--- src/rtl/frame_max_finder.sv ---
// Streaming frame-maximum stage driving an external 8-bit comparator; reports max and its index.
// Optional index tracking is enabled with `define FRAME_MAX_FINDER_INDEX_EN.
module frame_max_finder #(
    parameter int unsigned FRAME_LEN = 8
) (
    input  logic       clk,
    input  logic       rst_n,
    input  logic       start,
    input  logic       in_valid,
    input  logic [7:0] in_data,
    output logic       in_ready,
    output logic [7:0] cmp_a,
    output logic [7:0] cmp_b,
    input  logic [7:0] cmp_max,
    input  logic       cmp_gt,
    output logic       busy,
    output logic       out_valid,
    output logic [7:0] out_max,
    output logic [7:0] out_idx,
    input  logic       out_ready
);

    localparam logic [7:0] LastCnt = 8'(FRAME_LEN - 1);

    typedef enum logic [1:0] {StIdle, StFirst, StRun, StDone} state_e;

    state_e     state;
    logic [7:0] max_r;
    logic [7:0] cnt_r;
    logic       in_ready_r;
    logic       busy_r;
    logic       out_valid_r;

    always_ff @(posedge clk or negedge rst_n) begin
        if (!rst_n) begin
            state       <= StIdle;
            max_r       <= 8'd0;
            cnt_r       <= 8'd0;
            in_ready_r  <= 1'b0;
            busy_r      <= 1'b0;
            out_valid_r <= 1'b0;
        end else begin
            unique case (state)
                StIdle: begin
                    if (start) begin
                        state      <= StFirst;
                        cnt_r      <= 8'd0;
                        in_ready_r <= 1'b1;
                        busy_r     <= 1'b1;
                    end
                end
                StFirst: begin
                    if (in_valid) begin
                        max_r <= in_data;
                        cnt_r <= 8'd1;
                        state <= StRun;
                    end
                end
                StRun: begin
                    if (in_valid) begin
                        max_r <= cmp_max;
                        // Hold the counter on the last sample so it never exceeds FRAME_LEN-1.
                        if (cnt_r == LastCnt) begin
                            state       <= StDone;
                            in_ready_r  <= 1'b0;
                            out_valid_r <= 1'b1;
                        end else begin
                            cnt_r <= cnt_r + 8'd1;
                        end
                    end
                end
                StDone: begin
                    if (out_ready) begin
                        state       <= StIdle;
                        out_valid_r <= 1'b0;
                        busy_r      <= 1'b0;
                    end
                end
                default: state <= StIdle;
            endcase
        end
    end

`ifdef FRAME_MAX_FINDER_INDEX_EN
    logic [7:0] idx_r;

    always_ff @(posedge clk or negedge rst_n) begin
        if (!rst_n) begin
            idx_r <= 8'd0;
        end else if (in_valid && state == StFirst) begin
            idx_r <= 8'd0;
        end else if (in_valid && state == StRun && cmp_gt) begin
            idx_r <= cnt_r;
        end
    end

    assign out_idx = idx_r;
`else
    logic unused_cmp_gt;
    assign unused_cmp_gt = cmp_gt;
    assign out_idx       = 8'd0;
`endif

    assign in_ready  = in_ready_r;
    assign busy      = busy_r;
    assign out_valid = out_valid_r;
    assign out_max   = max_r;
    assign cmp_a     = in_data;
    assign cmp_b     = max_r;

endmodule

--- config.mk ---
export PLATFORM = sky130hd
export DESIGN_NAME = frame_max_finder
export DESIGN_NICKNAME = d
export VERILOG_FILES = /design/src/rtl/frame_max_finder.sv
export SDC_FILE = /design/constraint.sdc
export NUM_CORES = 1
export LEC_CHECK = 0
export ABC_AREA = 0
export CAP_MARGIN = 20
export CORE_UTILIZATION = 40
export DETAILED_ROUTE_END_ITERATION = 8
export GPL_ROUTABILITY_DRIVEN = 1
export PLACE_DENSITY = 0.8
export SLEW_MARGIN = 10
export SYNTH_ARGS = -nofsm -noshare
export SYNTH_HDL_FRONTEND = slang
export SYNTH_SLANG_ARGS = --single-unit
--- constraint.sdc ---
create_clock -name clk -period 4.8 [get_ports clk]
set_input_delay 0.72 -clock clk [delete_from_list [all_inputs] [get_ports clk]]
set_output_delay 0.72 -clock clk [all_outputs]
set_load 0.02 [all_outputs]
==> flow_summary.toml, run 1 <==
[status]
status = "completed"

[power]
total_power_w = 0.000970
combPwrFrac_pct = 61.3
p_sw_w = 0.000432
power_density_mw_per_mm2 = 550
p_seq_share_pct = 29.7
power_frac_clock_pct = 9.0
worst_ir_drop_vdd_mv = 0.395
internal_power_w = 0.000538
p_leak_nw = 0.746
swShare_pct = 44.5

[logic_synthesis]
synth_ff_type = "dfrtp_1"
synth_cells = 149
synth_edf_count = 0
synth_area_mm2 = 0.00137
ys.warnings.count = 0
synth.avg_cell_area_um2 = 9.20
ys_seq_area_share_pct = 38.4
async_reset_ff_share_pct = 100
ys_ff_latch = 21
synth_cell_types = 40

[routing]
vias = 1228
first_iter_violations = 49
first_pass_iters = 4
antenna_left = 0
viasPerCell = 5.46
wl_per_cell_um = 14.3
drt-total-wl_mm = 3.21
drc = 0

[cells_and_area]
layout.cells.non_filler = 225
final_util_pct = 55.9
layout_common_cells = "clkdlybuf4s50_1 (47), dfrtp_1 (21), o22ai_1 (15)"
n_antenna_cell = 0
areaGrowthSynthToFinish_pct = 28.6
fill_cells = 292
multi_input_area_um2 = 646
drive_above_1_share_pct = 4.97
seqCellArea_um2 = 526
fin_nets = 209
mostFrequentLayoutCell = "clkdlybuf4s50_1"

[placed_design]
io_buffers = 47
place_congestion = 0.803
hpwl_mm = 2.35
dp.cells = 219
place_ws_ns = 1.51

[clock_tree]
cts_root_buf = "clkbuf_4"
clockBufferDepth = 2
clkTransAtPathRegs_ns = 0.12
clk_latency_ns = 0.30
cts_buffers = 3
cts.repair.resized = 0
post-cts-setup-buffer-count = 0
clock-sinks = 21
cts_tree = "done"
ctsHoldBuffers = 0
h-tree-depth = 1

[worst_setup_path]
start_kind = "input pin"
r2r_start = "cnt_r[4]"
cp.arrival_ns = 1.82
critPathKind = "in -> out"
startpoint = "in_data[1]"
cpMaxStageDelayCell = "clkdlybuf4s50_1"
crit_top_cell = "clkdlybuf4s50_1"
cp_max_fo = 2
crit_buf_inv = 2
crit_path_cell_trace = "clkdlybuf4s50_1, clkdlybuf4s50_1"
end_kind = "output port"
slowest_delay_ns = 0.62
critPathRequiredTime_ns = 4.08
cpLargestDelayFamily = "buffers and inverters"

[global_routing]
grt_pass1_vias = 1131
grt_use_total_pct = 19.4
overflow = 0
antenna_found_initial = 0
grt_max_degree = 22
grt_first_pass_wirelength_mm = 5.21

[sta]
min_period_ns = 2.54
period_share_pct = 53.0
worst_slew_pin_slew_ns = 0.548
setup_viol = 0
finalSetupTns_ns = 0
clock_skew_ns = 0.00181
finalHoldViolCount = 0
fmax_ghz = 0.393
slew_headroom_pct = 63.4
slew_viol_final = 0
rsz0062_at_grt = "no"
setup_ws_ns = 2.26

[min_path]
min_from = "busy"
hold_path_class = "reg -> reg"

[floorplan]
ioPinCount = 57
die_y_um = 60.5
start_util_pct = 43.5
placementRows = 20
coreArea_mm2 = 0.00315
die_w_um = 60.5
die-area_mm2 = 0.00366

[job]
cap_viol_max_count = 0
## stage by stage
stage               hold WS [ns]  instance area (um^2)
floorplan                  0.424                  1400
global route               0.568                  1760
CTS                        0.533                  1740
global placement           0.494                  1720
detailed placement         0.506                  1720
finish                     0.526                  1760
## metal layers
layer	track usage [%]	up-vias	wire, um
met5	0	-	0
met4	6.49	0	24
met3	5.33	2	179
met2	34.9	44	1650
met1	22.1	601	1360
li1	-	581	-
## state kept, by name, summed over array words and instances, names as in the netlist
signal,flops
state,2
cmp_b,8
cnt_r,8
busy,1
out_valid,1
in_ready,1
## power by group through the flow
stage | combinational [W] | sequential, W | clock [W]
5_1_grt | 0.000647 | 0.000297 | 0.0000994
3_3_place_gp | 0.000578 | 0.000285 | 0
4_1_cts | 0.000596 | 0.000287 | 0.0000907
3_5_place_dp | 0.000595 | 0.000291 | 0
2_1_floorplan | 0.000365 | 0.000335 | 0
6_report | 0.000595 | 0.000288 | 0.0000875
## cell usage after synthesis, types with 2 or more instances
cell	n	area share (%)
a21o_1	2	1.1
a21oi_1	11	4.0
nor2b_1	3	1.4
buf_4	25	14
clkbuf_1	2	0.55
a31oi_1	3	1.4
dfrtp_1	21	38
ha_1	5	4.6
nor3_1	3	1.1
nand2b_1	2	0.91
nand2_1	11	3.0
a32o_1	2	1.5
nand3_1	9	3.3
inv_1	4	1.1
nor2_1	2	0.55
nand3b_1	2	1.1
o22ai_1	15	6.8
o21ai_0	5	1.8
## logic make-up (layout without fill, tap and decap cells)
family	count (synthesis)	count (layout)	synth area share, %
adders and majority gates	5	5	4.57
DFF	21	21	38.4
and+or+nand+nor	40	40	15.9
xor gates and xnor gates	1	1	0.639
AOI/OAI and AO/OA	46	46	22.3
muxes	2	2	1.55
other	1	8	0.274
buffers and inverters	33	58	16.4
## cell type report
type	count	area share, %
Multi-Input combinational cell	102	36.6
Sequential cell	21	29.8
Timing Repair Buffer	49	27.8
Tap cell	44	3.12
Clock buffer	4	1.49
Inverter	5	1.07
## final timing paths
path	endpoint	slack [ns]	cells after the start
max in group asynchronous	cmp_b[4]	3.61	2
min in group asynchronous	cnt_r[7]	0.73	1
setup / recovery	cmp_a[1]	2.26	2
hold reg to reg	busy	0.53	2
setup reg to reg	state[1]	2.60	4
hold / removal	busy	0.53	2
## worst min-delay path, delay by kind of cell, from the launching register on
kind,cells,cell delay [ns]
compound gates,1,0.06
flops,1,0.38
simple gates,1,0.05
Power figures use the tool's default switching activity.
==> run 2: changes to the inputs <==
- clock period: 4.8 -> 2.7 ns (I/O delays scaled with it)
==> run 2 against run 1 <==
  * Sequential share of layout area is 0.063 points lower
  * Critical endpoint is now state[1]
  * First-iteration DRC count increased by 22%
  * Critical path depth increased by 2
  * Global-route usage down 0.70 points
  * Largest power group unchanged
  * Critical path type is now reg -> reg
==> flow_summary.toml, run 2 (same netlist as run 1, synthesis figures left out) <==
[routing]
antenna_left = 0
first_iter_violations = 60
first_pass_iters = 4
drt-total-wl_mm = 3.12
vias = 1214
drc = 0
viasPerCell = 5.37
wl_per_cell_um = 13.8

[sta]
period_share_pct = 81.6
finalHoldViolCount = 0
slew_viol_final = 0
fmax_ghz = 0.454
finalSetupTns_ns = 0
clock_skew_ns = 0.00328
rsz0062_at_grt = "no"
setup_ws_ns = 0.496
setup_viol = 0
hold-worst-slack_ns = 0.445
min_period_ns = 2.20

[power]
power_frac_clock_pct = 9.1
worst_ir_drop_vdd_mv = 0.561
combPwrFrac_pct = 61.2
p_leak_nw = 0.752
p_sw_w = 0.000763
power_density_mw_per_mm2 = 973
swShare_pct = 44.4
p_seq_share_pct = 29.7
internal_power_w = 0.000955

[global_routing]
grt_use_total_pct = 18.7
overflow = 0
grt_max_degree = 22
grt_pass1_vias = 1161
antenna_found_initial = 0
grt_first_pass_wirelength_mm = 5.04

[floorplan]
coreArea_mm2 = 0.00315
die_y_um = 60.5
placementRows = 20
start_util_pct = 43.5
die-area_mm2 = 0.00366
die_w_um = 60.5
ioPinCount = 57

[worst_setup_path]
end_kind = "register"
cp.arrival_ns = 2.41
critPathKind = "reg -> reg"
cp_max_fo = 9
critPathRequiredTime_ns = 2.91
start_kind = "register"
r2r_cells = 4

[clock_tree]
cts_buffers = 3
h-tree-depth = 1
cts_tree = "done"
ctsHoldBuffers = 0
clk_latency_ns = 0.31
cts.repair.resized = 0
clock-sinks = 21
clockBufferDepth = 2
cts_root_buf = "clkbuf_4"
clkTransAtPathRegs_ns = 0.12
post-cts-setup-buffer-count = 0

[job]
cap_viol_max_count = 0

[placed_design]
io_buffers = 47
hpwl_mm = 2.33
place_ws_ns = 0.519
place_congestion = 0.812

[cells_and_area]
multi_input_area_um2 = 646
fill_cells = 287
areaGrowthSynthToFinish_pct = 28.9
fin_nets = 210
seqCellArea_um2 = 526
n_antenna_cell = 0
mostFrequentLayoutCell = "clkdlybuf4s50_1"
drive_above_1_share_pct = 6.04
layout_common_cells = "clkdlybuf4s50_1 (47), dfrtp_1 (21), o22ai_1 (15)"

[min_path]
hold_path_class = "in -> async"

[status]
status = "completed"
==> run 2: power groups by stage <==
stage               registers (W)  clock network (W)  logic, W
floorplan                0.000595                  0  0.000648
global placement         0.000506                  0   0.00104
detailed placement       0.000517                  0   0.00106
CTS                      0.000510           0.000167   0.00106
global route             0.000524           0.000174   0.00115
finish                   0.000510           0.000156   0.00105
==> run 2: metrics by stage <==
stage          power [W]  utilization [%]  cell area, um^2  std cells
6_report         0.00172             56.0             1770        226
5_1_grt          0.00185             56.0             1770        226
4_1_cts          0.00174             56.0             1770        226
3_5_place_dp     0.00157             55.1             1740        222
3_3_place_gp     0.00154             55.1             1740        222
2_1_floorplan    0.00124                -             1400        156
==> run 2: per-layer routing <==
layer	up-vias	routed length [um]	global-route usage [%]
met5	-	0	0
met4	0	15	8.12
met3	2	167	2.35
met2	42	1550	34.1
met1	588	1390	21.9
li1	582	-	-
==> run 2: critical path, cell delays in order (launching register included) <==
cell	delay [ns]
dfrtp_1	0.48
or4_1	0.56
or3_1	0.52
a21oi_4	0.22
mux2_1	0.33
==> run 2: layout make-up <==
| cell class | count | share of cell area, % |
|---|---|---|
| clock buffer | 3 | 1.28 |
| clock inverter | 1 | 0.283 |
| inverter | 5 | 1.06 |
| multi-input combinational | 102 | 36.6 |
| sequential | 21 | 29.8 |
| tap | 44 | 3.12 |
| timing repair buffer | 50 | 27.9 |
==> run 2: final timing paths <==
path | startpoint | end | slack [ns]
max | cnt_r[4] | state[1] | 0.50
min | rst_n | cmp_b[2] | 0.45
max reg2reg | cnt_r[4] | state[1] | 0.50
min reg2reg | busy | busy | 0.52
max in group asynchronous | rst_n | cmp_b[7] | 2.03
min in group clk | busy | busy | 0.52
==> run 3: changes to the inputs <==
- clock period: 2.7 -> 2.3 ns (I/O delays scaled with it)
==> run 3 against run 2 <==
  * Clock skew decreased by 0.0027 ns
  * Non-clock buffer count rose by 3
  * Register-to-register slack worse by 0.29 ns
  * Hold slack got worse by 0.067 ns
  * Critical endpoint is now out_valid
  * Cell area increased by 1.2%
  * Clock power is 15% higher
  * Sequential share of layout area is 0.35 points lower
  * Worst setup slack got worse by 0.29 ns
  * Combinational power grew 20%
  * Critical path depth rose by 1
==> flow_summary.toml, run 3 (same netlist as run 1, synthesis figures left out) <==
[global_routing]
antenna_found_initial = 0
grt_max_degree = 22
grt_first_pass_wirelength_mm = 5.33
grt_pass1_vias = 1166
overflow = 0
grt_use_total_pct = 19.6

[routing]
viasPerCell = 5.31
first_iter_violations = 69
drc = 0
antenna_left = 0
wl_per_cell_um = 14.2
vias = 1216
first_pass_iters = 4
drt-total-wl_mm = 3.25

[cells_and_area]
final_util_pct = 56.7
layout.cells.non_filler = 229
areaGrowthSynthToFinish_pct = 30.4
n_antenna_cell = 0
layout_common_cells = "clkdlybuf4s50_1 (47), dfrtp_1 (21), o22ai_1 (15)"
mostFrequentLayoutCell = "clkdlybuf4s50_1"
drive_above_1_share_pct = 7.03
design_area_mm2 = 0.00179
fin_nets = 213

[clock_tree]
cts_buffers = 3
clkTransAtPathRegs_ns = 0.11
cts_root_buf = "clkbuf_4"
clockBufferDepth = 2
ctsHoldBuffers = 0
clk_latency_ns = 0.30
cts.repair.resized = 0
clock-sinks = 21
h-tree-depth = 1
post-cts-setup-buffer-count = 0
cts_tree = "done"

[placed_design]
place_ws_ns = 0.264
place_area_mm2 = 0.00176
hpwl_mm = 2.45
io_buffers = 47
place_congestion = 0.796
dp.cells = 225

[power]
p_leak_nw = 0.763
power_density_mw_per_mm2 = 1140
worst_ir_drop_vdd_mv = 0.824

[worst_setup_path]
reg2reg_to = "out_valid"
crit_path_cell_trace = "or4_1, or3_1, buf_4, nor4b_2, a211o_1"
critPathKind = "reg -> reg"
slowest_delay_ns = 0.58
cp_max_fo = 8
r2r_cells = 5
ff2ff_setup_slack_ns = 0.20
critPathRequiredTime_ns = 2.55
start_kind = "register"
cp.arrival_ns = 2.35
end_kind = "register"
cpMaxStageDelayCell = "or4_1"
r2r_start = "cnt_r[4]"

[floorplan]
start_util_pct = 43.5
placementRows = 20
coreArea_mm2 = 0.00315
die_w_um = 60.5
ioPinCount = 57
die-area_mm2 = 0.00366
die_y_um = 60.5

[sta]
setup_ws_ns = 0.203
finalSetupTns_ns = 0
finalHoldViolCount = 0
fmax_ghz = 0.477
clock_skew_ns = 0.000615
slew_viol_final = 0
setup_viol = 0
period_share_pct = 91.2
rsz0062_at_grt = "no"
min_period_ns = 2.10

[min_path]
hold_path_class = "in -> async"

[status]
status = "completed"

[job]
cap_viol_max_count = 0
run 3: layout make-up:
type | instances | area (um^2)
timing repair buffer | 53 | 515
multi-input combinational | 102 | 646
sequential | 21 | 526
inverter | 5 | 18.8
clock buffer | 4 | 26.3
tap | 44 | 55.1
fill | 293 | 1370
run 3: worst max-delay path by stage:
stage | startpoint | endpoint | slack (ns) | cells after the start
floorplan | state[0] | cnt_r[5] | 0.32 | 7
global placement | cnt_r[4] | state[1] | 0.32 | 4
detailed placement | cnt_r[4] | out_valid | 0.26 | 5
CTS | cnt_r[4] | out_valid | 0.22 | 5
global route | cnt_r[4] | out_valid | 0.14 | 5
finish | cnt_r[4] | out_valid | 0.20 | 5
run 3: metrics by stage:
| step | total power, W | hold slack, ns |
|---|---|---|
| after global placement | 0.00183 | 0.491 |
| final | 0.00203 | 0.378 |
| after floorplan | 0.00146 | 0.0494 |
| after global routing | 0.00219 | 0.402 |
| after detailed placement | 0.00187 | 0.509 |
| after CTS | 0.00205 | 0.388 |
run 3: power breakdown:
| group | switching [W] | total, W | internal [W] |
|---|---|---|---|
| sequential | 0.000109 | 0.000598 | 0.000489 |
| combinational | 0.000676 | 0.00126 | 0.000582 |
| clock | 0.000111 | 0.000179 | 0.0000677 |
run 3: per-layer routing:
layer	wire, um	GRT usage (%)
met5	0	0
met2	1670	34.7
met3	193	4.90
met4	32	5.52
met1	1350	23.7
run 3: worst max-delay path, delay by kind of cell, from the launching register on:
family,cells,cell delay (ns)
and+or+nand+nor,3,1.23
DFF,1,0.49
buffers and inverters,1,0.20
AOI/OAI and AO/OA,1,0.12
